<file path="config.mk">
export PLATFORM = sky130hd
export DESIGN_NAME = io_bus_arbiter
export DESIGN_NICKNAME = d
export VERILOG_FILES = /design/src/rtl/io_bus_arbiter.sv
export SDC_FILE = /design/constraint.sdc
export NUM_CORES = 1
export LEC_CHECK = 0
export CAP_MARGIN = 20
export CORE_AREA = 2 2 118 120
export DETAILED_ROUTE_END_ITERATION = 6
export DIE_AREA = 0 0 120 122
export GPL_ROUTABILITY_DRIVEN = 0
export GPL_TIMING_DRIVEN = 0
export HOLD_SLACK_MARGIN = 0.12
export PLACE_DENSITY = 0.82
export SETUP_SLACK_MARGIN = 0.4
export SLEW_MARGIN = 20
export SYNTH_ARGS = -nofsm -noshare
export SYNTH_HDL_FRONTEND = slang
export SYNTH_SLANG_ARGS = --single-unit
export TNS_END_PERCENT = 30
</file>
<file path="constraint.sdc">
create_clock -name clk -period 3.42 [get_ports clk]
set_clock_uncertainty 0.05 [all_clocks]
set_input_delay 0.342 -clock clk [delete_from_list [all_inputs] [get_ports clk]]
set_output_delay 0.342 -clock clk [all_outputs]
set_load 0.05 [all_outputs]
</file>
<file path="src/rtl/io_bus_arbiter.sv">
// -----------------------------------------------------------------------------
// io_bus_arbiter
// Shares the single data-memory/IO port between the single-cycle core bus and
// one auxiliary requester (program loader / debug DMA). The core cannot stall,
// so it always owns the port combinationally whenever it reads or writes. An
// aux request is latched in IDLE, issued in the first cycle the core leaves the
// port free, and acknowledged with a one-cycle registered pulse.
//
// Ports
//   clk, rst_n            : clock (rising edge), synchronous active-low reset
//   core_*                : core io_* bus; core_read_value = mem_read_value
//   aux_req/aux_we/...    : aux request (level, held until aux_ack) and fields
//   aux_ack               : one-cycle completion pulse (registered)
//   aux_read_value        : read data, registered, held until the next aux read
//   aux_starved           : aux has waited STARVE_LIMIT busy cycles in ISSUE
//   mem_*                 : shared memory/IO port (combinational read data in)
// -----------------------------------------------------------------------------
module io_bus_arbiter #(
    parameter int ADDR_W       = 32,
    parameter int DATA_W       = 32,
    parameter int STARVE_LIMIT = 16
) (
    input  logic              clk,
    input  logic              rst_n,
    input  logic [ADDR_W-1:0] core_address,
    input  logic [DATA_W-1:0] core_write_value,
    output logic [DATA_W-1:0] core_read_value,
    input  logic              core_write_en,
    input  logic              core_read_en,
    input  logic [2:0]        core_data_size,
    input  logic              aux_req,
    input  logic              aux_we,
    input  logic [ADDR_W-1:0] aux_address,
    input  logic [DATA_W-1:0] aux_write_value,
    input  logic [2:0]        aux_data_size,
    output logic              aux_ack,
    output logic [DATA_W-1:0] aux_read_value,
    output logic              aux_starved,
    output logic [ADDR_W-1:0] mem_address,
    output logic [DATA_W-1:0] mem_write_value,
    input  logic [DATA_W-1:0] mem_read_value,
    output logic              mem_write_en,
    output logic              mem_read_en,
    output logic [2:0]        mem_data_size
);

    localparam int                CNT_W      = $clog2(STARVE_LIMIT + 1);
    localparam logic [CNT_W-1:0] STARVE_MAX = CNT_W'(STARVE_LIMIT);

    typedef enum logic [1:0] {
        ST_IDLE  = 2'd0,
        ST_ISSUE = 2'd1,
        ST_ACK   = 2'd2
    } state_t;

    state_t            state_q,        state_d;
    logic              aux_we_q,       aux_we_d;
    logic [ADDR_W-1:0] aux_addr_q,     aux_addr_d;
    logic [DATA_W-1:0] aux_wdata_q,    aux_wdata_d;
    logic [2:0]        aux_size_q,     aux_size_d;
    logic [CNT_W-1:0]  starve_cnt_q,   starve_cnt_d;
    logic              aux_ack_q,      aux_ack_d;
    logic [DATA_W-1:0] aux_rdata_q,    aux_rdata_d;
    logic              aux_starved_q,  aux_starved_d;

    logic              core_busy;

    assign core_busy       = core_read_en | core_write_en;
    assign core_read_value = mem_read_value;
    assign aux_ack         = aux_ack_q;
    assign aux_read_value  = aux_rdata_q;
    assign aux_starved     = aux_starved_q;

    // Port mux: core always wins; the aux access only drives an otherwise idle port.
    always_comb begin
        mem_address     = '0;
        mem_write_value = '0;
        mem_data_size   = 3'b000;
        mem_write_en    = 1'b0;
        mem_read_en     = 1'b0;
        if (core_busy) begin
            mem_address     = core_address;
            mem_write_value = core_write_value;
            mem_data_size   = core_data_size;
            mem_write_en    = core_write_en;
            mem_read_en     = core_read_en;
        end else if (state_q == ST_ISSUE) begin
            mem_address     = aux_addr_q;
            mem_write_value = aux_wdata_q;
            mem_data_size   = aux_size_q;
            mem_write_en    = aux_we_q;
            mem_read_en     = ~aux_we_q;
        end else begin
            mem_address     = '0;
            mem_write_value = '0;
            mem_data_size   = 3'b000;
            mem_write_en    = 1'b0;
            mem_read_en     = 1'b0;
        end
    end

    // Next-state logic: request latch, wait/issue decision, starvation counter.
    always_comb begin
        state_d      = state_q;
        aux_we_d     = aux_we_q;
        aux_addr_d   = aux_addr_q;
        aux_wdata_d  = aux_wdata_q;
        aux_size_d   = aux_size_q;
        starve_cnt_d = starve_cnt_q;
        aux_rdata_d  = aux_rdata_q;
        case (state_q)
            ST_IDLE: begin
                if (aux_req) begin
                    aux_we_d    = aux_we;
                    aux_addr_d  = aux_address;
                    aux_wdata_d = aux_write_value;
                    aux_size_d  = aux_data_size;
                    state_d     = ST_ISSUE;
                end else begin
                    state_d     = ST_IDLE;
                end
            end
            ST_ISSUE: begin
                if (core_busy) begin
                    // Saturate so aux_starved stays up for as long as the core hogs the port.
                    if (starve_cnt_q != STARVE_MAX) begin
                        starve_cnt_d = starve_cnt_q + CNT_W'(1);
                    end else begin
                        starve_cnt_d = starve_cnt_q;
                    end
                    state_d = ST_ISSUE;
                end else begin
                    // The mux is driving the latched aux access this cycle.
                    if (!aux_we_q) begin
                        aux_rdata_d = mem_read_value;
                    end else begin
                        aux_rdata_d = aux_rdata_q;
                    end
                    starve_cnt_d = '0;
                    state_d      = ST_ACK;
                end
            end
            ST_ACK: begin
                state_d = ST_IDLE;
            end
            default: begin
                state_d = ST_IDLE;
            end
        endcase
        aux_ack_d     = (state_d == ST_ACK);
        aux_starved_d = (starve_cnt_d == STARVE_MAX);
    end

    // State and output registers with synchronous active-low reset.
    always_ff @(posedge clk) begin
        if (!rst_n) begin
            state_q       <= ST_IDLE;
            aux_we_q      <= 1'b0;
            aux_addr_q    <= '0;
            aux_wdata_q   <= '0;
            aux_size_q    <= 3'b000;
            starve_cnt_q  <= '0;
            aux_ack_q     <= 1'b0;
            aux_rdata_q   <= '0;
            aux_starved_q <= 1'b0;
        end else begin
            state_q       <= state_d;
            aux_we_q      <= aux_we_d;
            aux_addr_q    <= aux_addr_d;
            aux_wdata_q   <= aux_wdata_d;
            aux_size_q    <= aux_size_d;
            starve_cnt_q  <= starve_cnt_d;
            aux_ack_q     <= aux_ack_d;
            aux_rdata_q   <= aux_rdata_d;
            aux_starved_q <= aux_starved_d;
        end
    end

endmodule

</file>
# After elaboration in Yosys (flattened, before gate mapping)
# Index checks and enable logic that the tools add are counted.
classes:
  n_addsub: 1
  eq_ne: 4
  n_mux: 16
  bitwise_logic: 3
  reduce_logical: 3
op_table:
  columns: ["op", "n"]
  rows:
  - ["two-way mux 32 bit", 4]
  - ["two-way mux 5 bit", 3]
  - ["two-way mux 3 bit", 2]
  - ["adder 5 x 1 -> 5 bit, second input constant", 1]
  - ["== test 5 bit, second input constant", 1]
  - ["two-way mux 1 bit", 5]
  - ["inequality test 5 bit, second input constant", 1]
  - ["one-hot mux 2 bit (2 select lines)", 1]
  - ["AND reduction 3 bit", 1]
  - ["== test 2 x 1 -> 1 bit, second input constant", 1]
  - ["== test 2 bit, second input constant", 1]
  - ["logical NOT 2 bit", 1]
  - ["two-way mux 2 bit", 1]
  - ["NOT 1 bit", 2]
  - ["AND reduction 2 bit", 1]
  - ["bitwise OR 1 bit", 1]
word_totals:
  reg_bits: 109
  out_inout_bits: 135

# Logic depth before layout (Yosys ltp)
# Gate-level depths: netlist of run 1.
logic_depth:
  depth_word: 5
  mapped_depth: 7
  ltp_nobuf: 6

# Least setup slack after synthesis of run 1
# OpenSTA, ideal clock, no wires.
synth_timing:
  path_kind: "input-to-output"
  start: "input port core_write_en"
  end: "output port mem_address[0]"
  arrival_ns: 1.533
  setup_slack_ns: 1.495
  stages: 3
  path_cell_list: "nor4b_4 -> clkbuf_1 -> a22o_1"
synth_via:
  elab_chain_len: 2
synth_lines:
  columns: ["element", "line", "source"]
  rows:
  - ["start, declared", "28", "input logic core_write_en,"]
  - ["bitwise OR 1 bit", "68", "assign core_busy = core_read_en | core_write_en;"]
  - ["two-way mux 32 bit", "81", "if (core_busy) begin"]
  - ["end, declared", "39", "output logic [ADDR_W-1:0] mem_address,"]
# No other way between the ends.

# Worst setup path after layout of run 1
layout_timing:
  start: "input port core_write_en"
  end: "output port mem_write_value[5]"
layout_via:
  elab_chain_len: 2
layout_lines:
  columns: ["element", "line", "source"]
  rows:
  - ["bitwise OR 1 bit", "68", null]
  - ["two-way mux 32 bit", "81", null]
  - ["end, declared", "40", "output logic [DATA_W-1:0] mem_write_value,"]
# No other way between the ends.

==> flow_summary.toml, run 1 <==
[die]
die_w_um = 120
io_pins = 307
core_area_um2 = 13500
rows = 43
start_util = 0.376
die_area_um2 = 14600
dieHeight_um = 122

[synth]
synth_ff_type = "dfxtp_1"
netlist_area_um2 = 5070
ys_seq_elements = 109
seq_area_frac_synth = 0.430
netlist_instances = 608
yosysWarnings = 0
async_flop_share = 0
synth_cell_type_count = 34
syn_nets = 782
synth_enable_flop_cells = 0
syn_avg_cell_area_um2 = 8.34

[sta]
period_minus_slack_ns = 3.23
setup_ws_ns = 0.185
finalSetupViolCount = 0
grt_setup_unrepaired = "true"
timing.fmax_ghz = 0.309
slew_headroom = 0.599
worstMarginPinSlew_ns = 0.602
hold_ws_ns = 0.402
fin_tns_setup_ns = 0
hold_viol_final = 0
fin_crit_sh = 0.946
slew_violations = 0

[finish]
drive_above_1_share = 0.0796
fin_nets = 1099
register_area_um2 = 2180
final_cell_mix = "clkdlybuf4s50_1, nand2_1, dfxtp_1, a21boi_0, a22o_1"
final_common_cell = "clkdlybuf4s50_1"
multiInputGateArea_um2 = 2440
area_growth_syn_to_layout_pct = 71.5
antenna_cells = 0
fillerInstances = 1143

[global_route]
gr-total-overflow = 0
grt_max_degree = 17
grt_pass1_vias = 5074
grt_pass1_wl_mm = 27.0
antenna_found_initial = 0
track_usage = 0.237

[detailed_routing]
drt-pass1-iter-count = 4
wirelength_mm = 17.8
postRouteAntennaNets = 0
route.detailed.drc = 0
viasPerCell = 4.79
via_count = 5317
first_iter_violations = 270
wl_per_cell_um = 16.0

[run]
drv_cap = 0

[critical_path]
cp_cell_sequence = "clkdlybuf4s50_1 > or2_1 > clkbuf_2 > buf_2 > buf_2 > a22o_1 > clkdlybuf4s50_1"
critPathLaunchType = "input pin"
crit_path_end_kind = "output port"
worstSetupPathType = "in -> out"
cp_max_fo = 10
cp.required_ns = 3.03
cp_top_family = "buffers and inverters"
slowest_stage = "clkdlybuf4s50_1"
max_stage_delay_ns = 0.80
cp.arrival_ns = 2.84
path_buf_inv = 5

[clock_network]
cts_made_buffers = 9
cts.path.max_buffers = 2
path_clk_slew_ns = 0.07
cts_tree = "done"
root_buffer = "clkbuf_16"
clock_sinks = 109
clk_latency_ns = 0.34
htree_levels = 3
holdBufCountCts = 0

[outcome]
status = "complete, no violations"

[power_and_ir_drop]
peakVddDrop_mv = 0.235
p_leak_uw = 0.00351
power_uw = 3430
power.density_nw_per_um2 = 394

[hold_path]
hp-class = "reg -> reg"

[placed_design]
port_buffers = 305
dp_hpwl_mm = 14.0
dpl_worst_slack_ns = -0.100
-- worst register-to-register path, cell delays in order (launching register included) --
cell,delay (ns)
dfxtp_1,0.42
nor4b_4,0.07
buf_4,0.18
nand2b_1,0.07
clkbuf_1,0.31
clkbuf_1,0.42
nand2_1,0.12
a21boi_1,0.17
-- state kept, by name, summed over array words and instances, names as in the netlist --
| signal | count |
|---|---|
| aux_starved | 1 |
| aux_read_value | 32 |
| aux_wdata_q | 32 |
| aux_we_q | 1 |
| starve_cnt_q | 5 |
| aux_addr_q | 32 |
| aux_ack | 1 |
| aux_size_q | 3 |
| state_q | 2 |
-- where the power goes --
| part | internal, uW | switching, uW |
|---|---|---|
| registers | 1330 | 39.6 |
| logic | 433 | 543 |
| clock network | 627 | 457 |
-- what timing repair did --
| action | CTS | global route |
|---|---|---|
| resized for setup | 25 | 22 |
| endpoints found under the setup margin | 69 | 69 |
| setup buffers | 0 | 1 |
| pin swaps | 1 | 1 |
-- cells by family (layout without fill, tap and decap cells) --
group / Yosys count / in the layout / share of synthesized area
adders and majority gates: 2 / 2 / 0.00493
AOI/OAI and AO/OA: 180 / 180 / 0.283
and+or+nand+nor: 232 / 232 / 0.190
DFF: 109 / 109 / 0.430
xor gates and xnor gates: 1 / 1 / 0.00173
buffers and inverters: 84 / 406 / 0.0898
-- metal layers --
layer | part of all wire | GRT usage
met1 | 0.42 | 0.294
met2 | 0.49 | 0.402
met3 | 0.072 | 0.0604
met4 | 0.019 | 0.0757
met5 | 0 | 0
-- path summary, 6_finish.rpt --
path	start	to	slack, ns	cells after the start
setup / recovery	core_write_en	mem_write_value[5]	0.19	7
hold / removal	aux_read_value[11]	aux_read_value[11]	0.40	2
setup reg to reg	state_q[1]	aux_read_value[22]	1.54	7
hold reg to reg	aux_read_value[11]	aux_read_value[11]	0.40	2
-- synthesized netlist by cell type, types with 3 or more instances --
cell type  instances  area share
a21boi_0          70        0.10
a21boi_1          30       0.044
a22o_1            67        0.12
and2_1             3      0.0037
buf_1              4      0.0030
buf_2             13       0.013
buf_4             33       0.049
clkbuf_1          32       0.024
dfxtp_1          109        0.43
nand2_1          201        0.15
nand2b_1           4      0.0049
nor2_1             4      0.0030
nor2b_1            5      0.0062
nor4_1             6      0.0074
-- metrics by stage --
stage	instance area (um^2)	util	std cells
2_1_floorplan	5070	-	608
3_3_place_gp	8350	0.618	1093
3_5_place_dp	8350	0.618	1093
4_1_cts	8650	0.640	1109
5_1_grt	8700	0.644	1110
6_report	8700	0.644	1110
-- final cells by class --
class / count / share of cell area
repair buffers: 306 / 0.354
multi-input cells: 415 / 0.280
flip-flops and latches: 109 / 0.251
plain buffers: 82 / 0.0525
clock buffers: 13 / 0.0311
well taps: 180 / 0.0259
clock inverters: 3 / 0.00489
inverters: 2 / 0.000863
Note: power is estimated with default switching activity, not from simulation.
==> run 2, diff against run 1 <==
CORE_AREA = 2 2 119 121   (was 2 2 118 120)
DIE_AREA = 0 0 121 123   (was 0 0 120 122)
PLACE_DENSITY = 0.81   (was 0.82)
clock period = 3.7 ns   (was 3.42 ns; I/O delays follow)
==> run 2 against run 1 <==
Net effect: flip-flop and latch count stayed put; combinational power shrank 7.2%; count of clock-buffer cells in the layout stayed put; first-iteration DRC count is 7.0% lower; via count up 1.2%; cell area about the same; utilization is 0.50 points lower; clock power shrank 8%; register-to-register slack improved by 0.40 ns; critical path depth decreased by 1; sequential share of layout area hardly changed; largest cell class unchanged.
==> flow_summary.toml, run 2 (same netlist as run 1, synthesis figures left out) <==
[outcome]
status = "complete, no violations"

[finish]
antenna_cells = 0
fin_area_um2 = 8700
area_growth_syn_to_layout_pct = 71.5
register_area_um2 = 2180
drive_above_1_share = 0.0721
final_cell_mix = "clkdlybuf4s50_1, nand2_1, dfxtp_1, a21boi_0, a22o_1"
fin_nets = 1100
multiInputGateArea_um2 = 2440
final_common_cell = "clkdlybuf4s50_1"
fillerInstances = 1199
fin_util = 0.639

[clock_network]
holdBufCountCts = 0
root_buffer = "clkbuf_16"
clk_latency_ns = 0.34
cts.path.max_buffers = 2
htree_levels = 3
path_clk_slew_ns = 0.07
clock_sinks = 109
cts_made_buffers = 9
cts_tree = "done"

[critical_path]
critPathLaunchType = "input pin"
crit_path_end_kind = "output port"
max_stage_delay_ns = 0.83
slowest_stage = "clkdlybuf4s50_1"
cp_max_fo = 10
cp.required_ns = 3.28
cp_cell_sequence = "clkdlybuf4s50_1 > or2_1 > clkbuf_2 > clkbuf_1 > a22o_1 > clkdlybuf4s50_1"
rr_worst_depth = 7
cp.arrival_ns = 2.86
cpMostUsedCell = "clkdlybuf4s50_1"
startpoint = "core_write_en"
worstSetupPathType = "in -> out"
r2r-start = "state_q[1]"

[sta]
grt_setup_unrepaired = "true"
hold_viol_final = 0
finalSetupViolCount = 0
fin_tns_setup_ns = 0
slew_headroom = 0.572
timing.fmax_ghz = 0.304
slew_violations = 0
fin_crit_sh = 0.888
worstMarginPinSlew_ns = 0.642
period_minus_slack_ns = 3.28

[detailed_routing]
via_count = 5379
route.detailed.drc = 0
drt-pass1-iter-count = 4
wl_per_cell_um = 16.1
viasPerCell = 4.85
first_iter_violations = 251
wirelength_mm = 17.9
postRouteAntennaNets = 0

[global_route]
grt_pass1_wl_mm = 26.8
track_usage = 0.231
antenna_found_initial = 0
grt_max_degree = 16
grt_pass1_vias = 5114
gr-total-overflow = 0

[die]
rows = 43
dieHeight_um = 123
io_pins = 307
core_area_um2 = 13600
die_w_um = 121
start_util = 0.373
die_area_um2 = 14900

[hold_path]
hp-class = "reg -> reg"
min_from = "aux_read_value[22]"
hold_path_depth = 2

[placed_design]
dpl_cell_area_um2 = 8350
dp_hpwl_mm = 13.8
port_buffers = 305

[power_and_ir_drop]
peakVddDrop_mv = 0.214
p_leak_uw = 0.00347
power.density_nw_per_um2 = 364

[run]
drv_cap = 0
## run 2: cell types whose count changed in the layout (fill, tap and decap cells not counted)
| cell | before | now |
|---|---|---|
| clkinv_2 | 1 | 0 |
| clkinvlp_4 | 1 | 0 |
| clkbuf_1 | 26 | 32 |
| buf_4 | 34 | 35 |
| clkbuf_2 | 7 | 1 |
| dlygate4sd2_1 | 20 | 9 |
| clkdlybuf4s50_1 | 267 | 278 |
## run 2: area by class of cell
| type | instances | area share |
|---|---|---|
| Multi-Input combinational cell | 415 | 0.280 |
| Inverter | 2 | 0.000863 |
| Sequential cell | 109 | 0.251 |
| Tap cell | 180 | 0.0259 |
| Clock inverter | 1 | 0.00345 |
| Timing Repair Buffer | 307 | 0.356 |
| Clock buffer | 13 | 0.0311 |
| Buffer | 82 | 0.0516 |
## run 2: critical path, delay by kind of cell
family                 cells  cell delay, ns
buffers and inverters      4            2.11
AOI/OAI and AO/OA          1            0.23
and+or+nand+nor            1            0.14
## run 2: metrics by stage
step / setup WS [ns] / total power (uW) / std cells / hold WS, ns
after floorplan: 1.72 / 1800 / 608 / 0.393
final: 0.415 / 3170 / 1109 / 0.401
after CTS: 0.161 / 3190 / 1109 / 0.405
after global placement: 0.106 / 2200 / 1093 / 0.390
after global routing: 0.251 / 3290 / 1109 / 0.418
after detailed placement: 0.120 / 2210 / 1093 / 0.396
## run 2: per-layer routing
| metal | track usage | routed length (um) |
|---|---|---|
| met1 | 0.285 | 7170 |
| met2 | 0.379 | 8740 |
| met4 | 0.0865 | 416 |
| met3 | 0.0710 | 1570 |
| met5 | 0 | 0 |
## run 2: final timing paths
kind / end / slack (ns)
setup / recovery: mem_address[25] / 0.42
hold / removal: aux_read_value[22] / 0.40
setup reg to reg: aux_read_value[4] / 1.94
hold reg to reg: aux_read_value[22] / 0.40
## run 2: timing repair
action                     in CTS  in global routing
pin swaps                       1                  0
gates resized for setup         9                 20
buffers inserted                2                  0
setup endpoints to repair      68                 62
## run 2: power breakdown
group / internal [uW] / leakage, uW / switching, uW
clock network: 574 / 0.000148 / 419
registers: 1230 / 0.000890 / 35.3
logic: 406 / 0.00243 / 500
